--- config.mk ---
export PLATFORM = sky130hd
export DESIGN_NAME = uart_mmio_ctrl
export DESIGN_NICKNAME = d
export VERILOG_FILES = /design/src/rtl/uart_mmio_ctrl.sv
export SDC_FILE = /design/constraint.sdc
export NUM_CORES = 1
export LEC_CHECK = 0
export ABC_AREA = 1
export BUFFER_PORTS_ARGS = -buffer_cell sky130_fd_sc_hd__buf_2
export CORE_MARGIN = 2
export CORE_UTILIZATION = 30
export CTS_BUF_LIST = sky130_fd_sc_hd__clkbuf_4 sky130_fd_sc_hd__clkbuf_8 sky130_fd_sc_hd__clkbuf_16
export CTS_CLUSTER_DIAMETER = 200
export DETAILED_ROUTE_END_ITERATION = 7
export PLACE_DENSITY_LB_ADDON = 0.12
export REMOVE_ABC_BUFFERS = 1
export SKIP_LAST_GASP = 1
export SYNTH_ARGS = -nofsm -noshare
export SYNTH_HDL_FRONTEND = slang
export SYNTH_SLANG_ARGS = --single-unit
--- constraint.sdc ---
create_clock -name clk -period 2.5 [get_ports clk]
set_input_delay 0.25 -clock clk [delete_from_list [all_inputs] [get_ports clk]]
set_output_delay 0.25 -clock clk [all_outputs]
set_load 0.02 [all_outputs]
--- src/rtl/uart_mmio_ctrl.sv ---
// uart_mmio_ctrl
//   Memory-mapped front end for UART_TxRx. CPU stores to TX_DATA are queued in
//   a small FIFO and drained one byte at a time by the TX state machine.
//   Received bytes are latched into a holding register, and the UART ready
//   flag is acknowledged automatically.
//
// Register map (word address match on haddr[31:2]):
//   BASE+0  TX_DATA  W: push hwdata[7:0]           R: 0
//   BASE+4  RX_DATA  R: {24'b0, rx_hold}; a read with re=1 consumes the byte
//   BASE+8  STATUS   R: {26'b0, rx_overrun, tx_overflow, rx_valid,
//                        uart_busy, tx_empty, tx_full}
//                    W: bit4 clears tx_overflow, bit5 clears rx_overrun,
//                       bit8 sets tx_ie
//
// Ports:
//   clk, reset         system clock, asynchronous active-high reset
//   haddr, hwdata      bus address / write data
//   we, re             bus write / read strobes
//   hrdata             combinational read data, 0 when unmapped
//   tx_data, send_tx   byte and one-cycle start pulse to the UART
//   uart_busy          UART transmitter busy
//   rx_data, rx_ready  UART receive byte and ready level
//   rx_ack             one-cycle pulse that clears the UART ready flag
//   irq                rx_valid, or TX FIFO empty while tx_ie is set
//
// TX FSM:
//   state      | meaning
//   IDLE       | wait for a queued byte; pop it into tx_data
//   LOAD       | one cycle so tx_data is stable ahead of the start pulse
//   SEND       | send_tx high for this cycle; arm the busy timeout
//   WAIT_BUSY  | wait for uart_busy to rise, give up after BUSY_TIMEOUT cycles
//   WAIT_DONE  | wait for uart_busy to fall
module uart_mmio_ctrl #(
  parameter logic [31:0] BASE_ADDR    = 32'h1001_0040,
  parameter int          FIFO_DEPTH   = 4,
  parameter int          BUSY_TIMEOUT = 16
) (
  input  logic        clk,
  input  logic        reset,
  input  logic [31:0] haddr,
  input  logic [31:0] hwdata,
  input  logic        we,
  input  logic        re,
  output logic [31:0] hrdata,
  output logic [7:0]  tx_data,
  output logic        send_tx,
  input  logic        uart_busy,
  input  logic [7:0]  rx_data,
  input  logic        rx_ready,
  output logic        rx_ack,
  output logic        irq
);

  localparam int PW = $clog2(FIFO_DEPTH);
  localparam int CW = $clog2(FIFO_DEPTH + 1);
  localparam int TW = (BUSY_TIMEOUT > 1) ? $clog2(BUSY_TIMEOUT) : 1;

  localparam logic [29:0]   TX_WORD = BASE_ADDR[31:2];
  localparam logic [29:0]   RX_WORD = TX_WORD + 30'd1;
  localparam logic [29:0]   ST_WORD = TX_WORD + 30'd2;
  localparam logic [CW-1:0] DEPTH_C = CW'(FIFO_DEPTH);
  localparam logic [TW-1:0] TMR_TOP = TW'(BUSY_TIMEOUT - 1);

  typedef enum logic [2:0] {
    S_IDLE,
    S_LOAD,
    S_SEND,
    S_WAIT_BUSY,
    S_WAIT_DONE
  } state_t;

  state_t        state_q, state_d;
  logic [7:0]    fifo_mem [FIFO_DEPTH];
  logic [PW-1:0] wr_ptr_q, rd_ptr_q;
  logic [CW-1:0] count_q;
  logic [TW-1:0] tmr_q;
  logic          pop, tmr_load, tmr_dec;
  logic          push_req, push_ok;
  logic          tx_empty, tx_full;
  logic          tx_overflow, tx_ie;
  logic          rx_ready_q, rx_rise, rx_rd;
  logic [7:0]    rx_hold;
  logic          rx_valid, rx_overrun;
  logic          sel_tx, sel_rx, sel_st, st_wr;
  logic          unused_bits;

  // Byte lanes below the word address and the upper write-data bits carry
  // nothing for this block.
  assign unused_bits = ^{haddr[1:0], hwdata[31:9]};

  assign sel_tx = (haddr[31:2] == TX_WORD);
  assign sel_rx = (haddr[31:2] == RX_WORD);
  assign sel_st = (haddr[31:2] == ST_WORD);
  assign st_wr  = we & sel_st;
  assign rx_rd  = re & sel_rx;

  assign tx_empty = (count_q == '0);
  assign tx_full  = (count_q == DEPTH_C);

  // A push into a full FIFO still lands if the FSM frees a slot this cycle.
  assign push_req = we & sel_tx;
  assign push_ok  = push_req & ((count_q < DEPTH_C) | pop);

  always_ff @(posedge clk) begin
    if (push_ok) fifo_mem[wr_ptr_q] <= hwdata[7:0];
  end

  always_ff @(posedge clk or posedge reset) begin
    if (reset) begin
      wr_ptr_q <= '0;
      rd_ptr_q <= '0;
      count_q  <= '0;
    end else begin
      if (push_ok) wr_ptr_q <= wr_ptr_q + PW'(1);
      if (pop)     rd_ptr_q <= rd_ptr_q + PW'(1);
      case ({push_ok, pop})
        2'b10:   count_q <= count_q + CW'(1);
        2'b01:   count_q <= count_q - CW'(1);
        default: count_q <= count_q;
      endcase
    end
  end

  always_comb begin
    state_d  = state_q;
    pop      = 1'b0;
    tmr_load = 1'b0;
    tmr_dec  = 1'b0;
    unique case (state_q)
      S_IDLE: begin
        if (!tx_empty) begin
          pop     = 1'b1;
          state_d = S_LOAD;
        end
      end
      S_LOAD: state_d = S_SEND;
      S_SEND: begin
        tmr_load = 1'b1;
        state_d  = S_WAIT_BUSY;
      end
      S_WAIT_BUSY: begin
        if (uart_busy)          state_d = S_WAIT_DONE;
        else if (tmr_q == '0)   state_d = S_IDLE;
        else                    tmr_dec = 1'b1;
      end
      S_WAIT_DONE: begin
        if (!uart_busy) state_d = S_IDLE;
      end
      default: state_d = S_IDLE;
    endcase
  end

  // Decoded from the state register so a reset removes the pulse at once.
  assign send_tx = (state_q == S_SEND);

  // The busy timeout counts down from BUSY_TIMEOUT-1, giving BUSY_TIMEOUT
  // cycles in WAIT_BUSY before the byte is treated as sent.
  always_ff @(posedge clk or posedge reset) begin
    if (reset) begin
      state_q <= S_IDLE;
      tx_data <= '0;
      tmr_q   <= '0;
    end else begin
      state_q <= state_d;
      if (pop) tx_data <= fifo_mem[rd_ptr_q];
      if (tmr_load)     tmr_q <= TMR_TOP;
      else if (tmr_dec) tmr_q <= tmr_q - TW'(1);
    end
  end

  // A dropped push wins over a same-cycle clear so the event is not lost.
  always_ff @(posedge clk or posedge reset) begin
    if (reset) begin
      tx_overflow <= 1'b0;
      tx_ie       <= 1'b0;
    end else begin
      if (push_req && !push_ok)    tx_overflow <= 1'b1;
      else if (st_wr && hwdata[4]) tx_overflow <= 1'b0;
      if (st_wr && hwdata[8])      tx_ie <= 1'b1;
    end
  end

  assign rx_rise = rx_ready & ~rx_ready_q;

  // A capture that coincides with an RX_DATA read replaces the byte being
  // consumed, so rx_valid stays set and no overrun is recorded.
  always_ff @(posedge clk or posedge reset) begin
    if (reset) begin
      rx_ready_q <= 1'b0;
      rx_ack     <= 1'b0;
      rx_hold    <= '0;
      rx_valid   <= 1'b0;
      rx_overrun <= 1'b0;
    end else begin
      rx_ready_q <= rx_ready;
      rx_ack     <= rx_rise;
      if (rx_rise) begin
        rx_hold  <= rx_data;
        rx_valid <= 1'b1;
      end else if (rx_rd) begin
        rx_valid <= 1'b0;
      end
      if (rx_rise && rx_valid && !rx_rd) rx_overrun <= 1'b1;
      else if (st_wr && hwdata[5])       rx_overrun <= 1'b0;
    end
  end

  always_comb begin
    hrdata = '0;
    if (sel_rx)
      hrdata = {24'b0, rx_hold};
    else if (sel_st)
      hrdata = {26'b0, rx_overrun, tx_overflow, rx_valid, uart_busy, tx_empty, tx_full};
  end

  assign irq = rx_valid | (tx_empty & tx_ie);

endmodule
==> results.py, run 1 <==
metrics = {
    "status": {
        "status": "complete, but fails checks",
        "violations": "hold timing",
    },
    "clock_network": {
        "clk_pin_slew_ns": 0.08,
        "cts_tree": "done",
        "post-cts-setup-buffer-count": 0,
        "root_buffer": "clkbuf_8",
        "cts_resized": 0,
        "clock_sinks": 68,
        "clk-insertion-delay-late_ns": 0.35,
        "cts-hold-fix-buffers": 0,
        "cts_inserted_buffers": 9,
        "cts.path.max_buffers": 2,
        "cts_htree_levels": 3,
    },
    "detailed_routing": {
        "wl_met3_um": 389,
        "drc_errors": 0,
        "antenna_left": 0,
        "drt-pass1-iter-count": 4,
        "wl_per_cell_um": 11.66,
        "vias": 2511,
        "wl_met2_mm": 3.127,
        "routed_wirelength_mm": 6.870,
        "viasPerCell": 4.263,
        "routed.top_layer": "met4",
        "wl_met1_mm": 3.209,
        "drtIter0Drc": 100,
    },
    "synthesis": {
        "synthFlopType": "dfrtp_1",
        "netlist_instances": 361,
        "yosys.area.top_type_share_pct": 28.88,
        "yosys.area.top_type": "edfxtp_1",
        "yosys-top-cells-count": "nand2_1, nor2_1, dfrtp_1, inv_1, edfxtp_1",
        "synth-edff-count": 32,
        "synth_area_mm2": 0.003327,
        "ys_top_cells_by_area": "edfxtp_1, dfrtp_1, nand2_1",
        "synth.lib_cells_used.distinct": 31,
        "ys_ff_latch": 68,
        "ys_seq_area_share_pct": 55.96,
        "ys_warn_count": 0,
        "async_reset_ff_share_pct": 52.94,
        "synth.avg_cell_area_um2": 9.216,
        "synth_most_common_cell": "nand2_1",
    },
    "job": {
        "cap_violations": 0,
    },
    "global_route": {
        "track_usage_pct": 12.26,
        "grt-ovfl-total": 0,
        "grt_pass1_wl_mm": 10.89,
        "antenna_found_initial": 0,
        "grt_max_degree": 37,
        "grt_pass1_vias": 2292,
    },
    "floorplanning": {
        "die_y_um": 109.3,
        "die_w_um": 109.3,
        "die-area_mm2": 0.01195,
        "start_util_pct": 30.69,
        "row_count": 38,
        "coreArea_mm2": 0.01084,
        "io_pins": 121,
    },
    "critical_path": {
        "crit_top_cell": "inv_1",
        "critical_path.cell_chain": "inv_1 > nand3_1 > nand3_2 > nand2_1 > nand3_4 > ha_1 > inv_1 > fa_1 > a21oi_1 > o21ai_0 > xor2_1",
        "r2r_slack_ns": 0.34,
        "r2r_cells": 11,
        "reg2reg_to": "count_q[2]",
        "max_stage_delay_ns": 0.41,
        "critPathLaunchType": "flop",
        "end_kind": "flop",
        "cp.required_ns": 2.72,
        "r2r_start": "count_q[1]",
        "arrival_ns": 2.39,
        "cp_slowest_cell": "dfrtp_1",
        "path_class": "reg2reg",
        "path_max_fanout": 7,
    },
    "timing": {
        "fin_skew_ns": 0.01113,
        "fin_setup_tns_ns": 0,
        "period_needed_ns": 2.162,
        "setup_viol": 0,
        "fin_ws_ns": 0.3381,
        "hold_slack_ns": -0.0006600,
        "worstMarginPinSlew_ns": 0.6279,
        "post-route-period-util_pct": 86.48,
        "maxSlewViolCount": 0,
        "rsz0062_at_grt": "false",
        "max-slew-margin-rel_pct": 57.98,
        "fmax_mhz": 462.6,
        "hold_viol": 4,
    },
    "cells_and_area": {
        "nets": 529,
        "fill_cells": 1088,
        "design_area_mm2": 0.004009,
        "syn_to_final_growth_pct": 20.50,
        "insertedDiodeCount": 0,
        "drive_above_1_share_pct": 25.17,
    },
    "worst_hold_path": {
        "hp-class": "in2async",
    },
    "placement": {
        "dpl_cell_area_mm2": 0.003787,
        "gp_congestion": 0.7752,
        "portBuffers": 71,
        "hpwl_mm": 4.874,
        "dp_slack_ns": 0.3493,
    },
    "pwr": {
        "p_leak_nw": 1.902,
        "p_per_area_mw_per_mm2": 889.3,
        "peakVddDrop_mv": 0.3100,
    },
}
[worst max path at each step]
stage	from	to	slack, ns	depth (start not counted)
global route	count_q[1]	count_q[2]	0.17	11
detailed placement	count_q[2]	count_q[2]	0.35	11
finish	count_q[1]	count_q[2]	0.34	11
floorplan	count_q[1]	count_q[2]	0.40	11
CTS	count_q[1]	count_q[2]	0.32	11
global placement	count_q[2]	count_q[2]	0.35	11
[placed cells by master, fill, tap and decap left out, types with 2 or more instances in the layout]
cell type and instances:
clkbuf_8 10, conb_1 24, bufinv_16 2, nor2_2 8, nand4_1 5, dfrtp_1 36
buf_2 71, a21oi_1 3, nor2_1 44, clkinv_1 3, inv_2 2, buf_4 8
nand2_1 90, nor2_4 4, edfxtp_1 32, xor2_1 2, inv_1 34, nand2_2 2
ha_1 6, nand3_1 18, o22ai_1 8, o21ai_0 26
[area by class of cell]
type	instances	area [µm²]	area share [%]
clock buffer	11	145.1	3.620
clock inverter	5	76.32	1.904
inverter	38	142.6	3.558
multi-input combinational	248	1192	29.74
sequential	68	1862	46.44
tap	140	175.2	4.370
timing repair buffer	79	415.4	10.36
[routing by layer]
layer	vias to the layer above	global-route usage, %
li1	1285	-
met4	0	6.781
met5	-	0
met3	10	2.667
met2	84	19.34
met1	1132	15.66
[logic make-up after synthesis]
logic type	count (synthesis)	share of synthesized area, %
AOI/OAI and AO/OA	38	6.092
and+or+nand+nor	176	23.39
buffers and inverters	68	10.79
DFF	68	55.96
other	1	0.1127
xor gates and xnor gates	3	0.7899
adders and majority gates	7	2.858
[stage by stage]
stage               std cells  power [mW]  util, %
global route              589       3.810    36.98
finish                    589       3.565    36.98
global placement          573       2.596    34.94
CTS                       589       3.620    36.98
floorplan                 354       2.206        -
detailed placement        573       2.609    34.94
[worst max-delay path, delay by kind of cell (launching register included)]
kind / cells / cell delay [ns]
AO/OA/AOI/OAI: 2 / 0.25
XOR/XNOR: 1 / 0.15
adder cells (fa/ha/maj): 2 / 0.52
buffers and inverters: 2 / 0.16
flip-flops: 1 / 0.41
AND/OR/NAND/NOR: 4 / 0.55
[state kept, by name (all words and copies together), names as in the netlist]
signal,count
count_q,3
fifo_mem,32
tx_overflow,1
tx_ie,1
rx_hold,8
rx_valid,1
rx_ready_q,1
wr_ptr_q,2
tmr_q,4
rx_overrun,1
tx_data,8
rx_ack,1
state_q,3
rd_ptr_q,2
[report_power, final]
group | total [mW] | switching (mW) | internal, mW
clock network | 1.00 | 0.405 | 0.595
registers | 1.46 | 0.118 | 1.34
logic | 1.11 | 0.735 | 0.375
total | 3.56 | 1.26 | 2.31
Power figures use the tool's default switching activity.
==> inputs of run 2 (changes only) <==
--- a/config.mk
+++ b/config.mk
@@ -9,7 +9,7 @@
 export BUFFER_PORTS_ARGS = -buffer_cell sky130_fd_sc_hd__buf_2
 export CORE_MARGIN = 2
-export CORE_UTILIZATION = 30
+export CORE_UTILIZATION = 50
 export CTS_BUF_LIST = sky130_fd_sc_hd__clkbuf_4 sky130_fd_sc_hd__clkbuf_8 sky130_fd_sc_hd__clkbuf_16
-export CTS_CLUSTER_DIAMETER = 200
+export CTS_CLUSTER_DIAMETER = 50
 export DETAILED_ROUTE_END_ITERATION = 7
 export PLACE_DENSITY_LB_ADDON = 0.12
==> constraint.sdc (replaced) <==
create_clock -name clk -period 2.5 [get_ports clk]
set_input_delay 0.5 -clock clk [delete_from_list [all_inputs] [get_ports clk]]
set_output_delay 0.5 -clock clk [all_outputs]
set_load 0.02 [all_outputs]
==> run 2 against run 1 <==
  * The run now ends clean
  * Register-to-register slack improved by 0.02 ns
  * Utilization up 24 points
  * Critical path depth is 1 lower
  * Clock skew decreased by 0.0056 ns
  * Global-route usage rose by 6.1 points
  * First-iteration DRC count rose by 43%
  * Sequential power hardly changed
  * Total power fell by 5.0%
  * Critical path type is now in2out
==> results.py, run 2 (synthesized netlist as in run 1, its figures left out) <==
metrics = {
    "cells_and_area": {
        "reg_top3": "fifo_mem x32, rx_hold x8, tx_data x8",
        "syn_to_final_growth_pct": 17.26,
        "final_cell_mix": "nand2_1, buf_2, nor2_1",
        "largest_reg_flops": 32,
        "final_common_cell": "nand2_1",
        "largest_register": "fifo_mem",
        "fill_cells": 573,
        "insertedDiodeCount": 0,
        "nets": 530,
        "drive_above_1_share_pct": 25.17,
    },
    "critical_path": {
        "arrival_ns": 1.66,
        "reg2reg_to": "count_q[2]",
        "critPathLaunchType": "primary input",
        "r2r_cells": 11,
        "path_class": "in2out",
        "r2r_slack_ns": 0.36,
        "cp.required_ns": 2.00,
        "r2r_start": "count_q[2]",
        "path_max_fanout": 8,
        "end_kind": "primary output",
        "crit_path_start": "haddr[11]",
    },
    "global_route": {
        "track_usage_pct": 18.40,
        "grt_pass1_wl_mm": 10.29,
        "grt_max_degree": 37,
        "grt-ovfl-total": 0,
        "antenna_found_initial": 0,
        "grt_pass1_vias": 2328,
    },
    "clock_network": {
        "cts-hold-fix-buffers": 0,
        "root_buffer": "clkbuf_8",
        "post-cts-setup-buffer-count": 0,
        "cts.path.max_buffers": 2,
        "cts_htree_levels": 3,
        "cts_resized": 0,
        "cts_tree": "done",
        "clk-insertion-delay-late_ns": 0.34,
        "clk_pin_slew_ns": 0.07,
        "clock_sinks": 68,
        "cts_inserted_buffers": 9,
    },
    "floorplanning": {
        "start_util_pct": 52.10,
        "row_count": 29,
        "io_pins": 121,
        "die_y_um": 85.57,
        "die-area_mm2": 0.007322,
        "die_w_um": 85.57,
        "coreArea_mm2": 0.006386,
    },
    "detailed_routing": {
        "drc_errors": 0,
        "drtIter0Drc": 143,
        "drt-pass1-iter-count": 4,
        "antenna_left": 0,
        "viasPerCell": 4.760,
        "wl_per_cell_um": 11.60,
        "vias": 2504,
        "routed_wirelength_mm": 6.100,
    },
    "pwr": {
        "p_clk_share_pct": 25.2,
        "p_per_area_mw_per_mm2": 868.0,
        "power.internal_mw": 2.172,
        "power_switching_mw": 1.214,
        "power_frac_seq_pct": 42.8,
        "p_leak_nw": 1.886,
        "swShare_pct": 35.86,
        "peakVddDrop_mv": 0.5292,
        "pwr-share-comb_pct": 32.0,
    },
    "placement": {
        "gp_congestion": 0.7616,
        "portBuffers": 71,
        "hpwl_mm": 4.441,
    },
    "worst_hold_path": {
        "hp-class": "in2async",
    },
    "timing": {
        "fin_skew_ns": 0.005483,
        "maxSlewViolCount": 0,
        "post-route-period-util_pct": 86.41,
        "hold_viol": 0,
        "hold_slack_ns": 0.2568,
        "rsz0062_at_grt": "false",
        "max-slew-margin-rel_pct": 63.50,
        "worstMarginPinSlew_ns": 0.5468,
        "setup_viol": 0,
        "period_needed_ns": 2.160,
        "fmax_mhz": 462.9,
        "fin_setup_tns_ns": 0,
    },
    "job": {
        "cap_violations": 0,
    },
    "status": {
        "status": "completed",
    },
}
## run 2: changes by cell type in the layout (fill, tap and decap cells not counted)
cell,change
clkbuf_8,-1
bufinv_16,-1
clkinvlp_4,+1
buf_4,+1
## run 2: metal layers
| layer | up-vias | wire length (µm) | GRT usage (%) |
|---|---|---|---|
| met4 | 0 | 116 | 8.658 |
| met1 | 1141 | 2826 | 22.92 |
| met3 | 11 | 306 | 4.620 |
| met2 | 68 | 2850 | 30.26 |
| li1 | 1284 | - | - |
| met5 | - | 0 | 0 |
## run 2: power by group through the flow
stage	logic [mW]	clock network, mW	registers, mW
after floorplan	0.661	0	1.54
after global placement	1.07	0	1.47
after CTS	1.10	0.876	1.45
after global routing	1.24	0.921	1.47
after detailed placement	1.10	0	1.47
final	1.08	0.854	1.45
## run 2: per-stage QoR
stage | worst slack (ns) | cells | util [%] | total power [mW] | cell area [µm²]
floorplan | 0.3765 | 354 | - | 2.206 | 3197
global placement | 0.1637 | 511 | 58.19 | 2.532 | 3716
detailed placement | 0.1400 | 511 | 58.19 | 2.566 | 3716
CTS | 0.3120 | 526 | 61.09 | 3.426 | 3901
global route | 0.1763 | 526 | 61.09 | 3.631 | 3901
finish | 0.3399 | 526 | 61.09 | 3.386 | 3901
## run 2: critical path: stages
cell and delay (ns):
buf_2 0.10, nor2_1 0.09, nand2_1 0.07, nor2_2 0.18, nand2_2 0.16, nor2_4 0.22
inv_2 0.07, nand3_1 0.07, nand2_1 0.05, buf_2 0.15
## run 2: layout make-up
type	instances	area (µm²)	share of cell area, %
clock inverter	5	53.80	1.379
timing repair buffer	80	422.9	10.84
inverter	38	142.6	3.656
multi-input combinational	248	1192	30.56
clock buffer	10	131.4	3.368
sequential	68	1862	47.72
tap	77	96.34	2.470
## run 2: worst max-delay path by stage
stage | endpoint | slack (ns) | cells after the start
CTS | hrdata[0] | 0.31 | 10
detailed placement | count_q[2] | 0.14 | 14
global route | count_q[2] | 0.18 | 11
finish | hrdata[0] | 0.34 | 10
global placement | count_q[2] | 0.16 | 14
floorplan | count_q[2] | 0.38 | 13
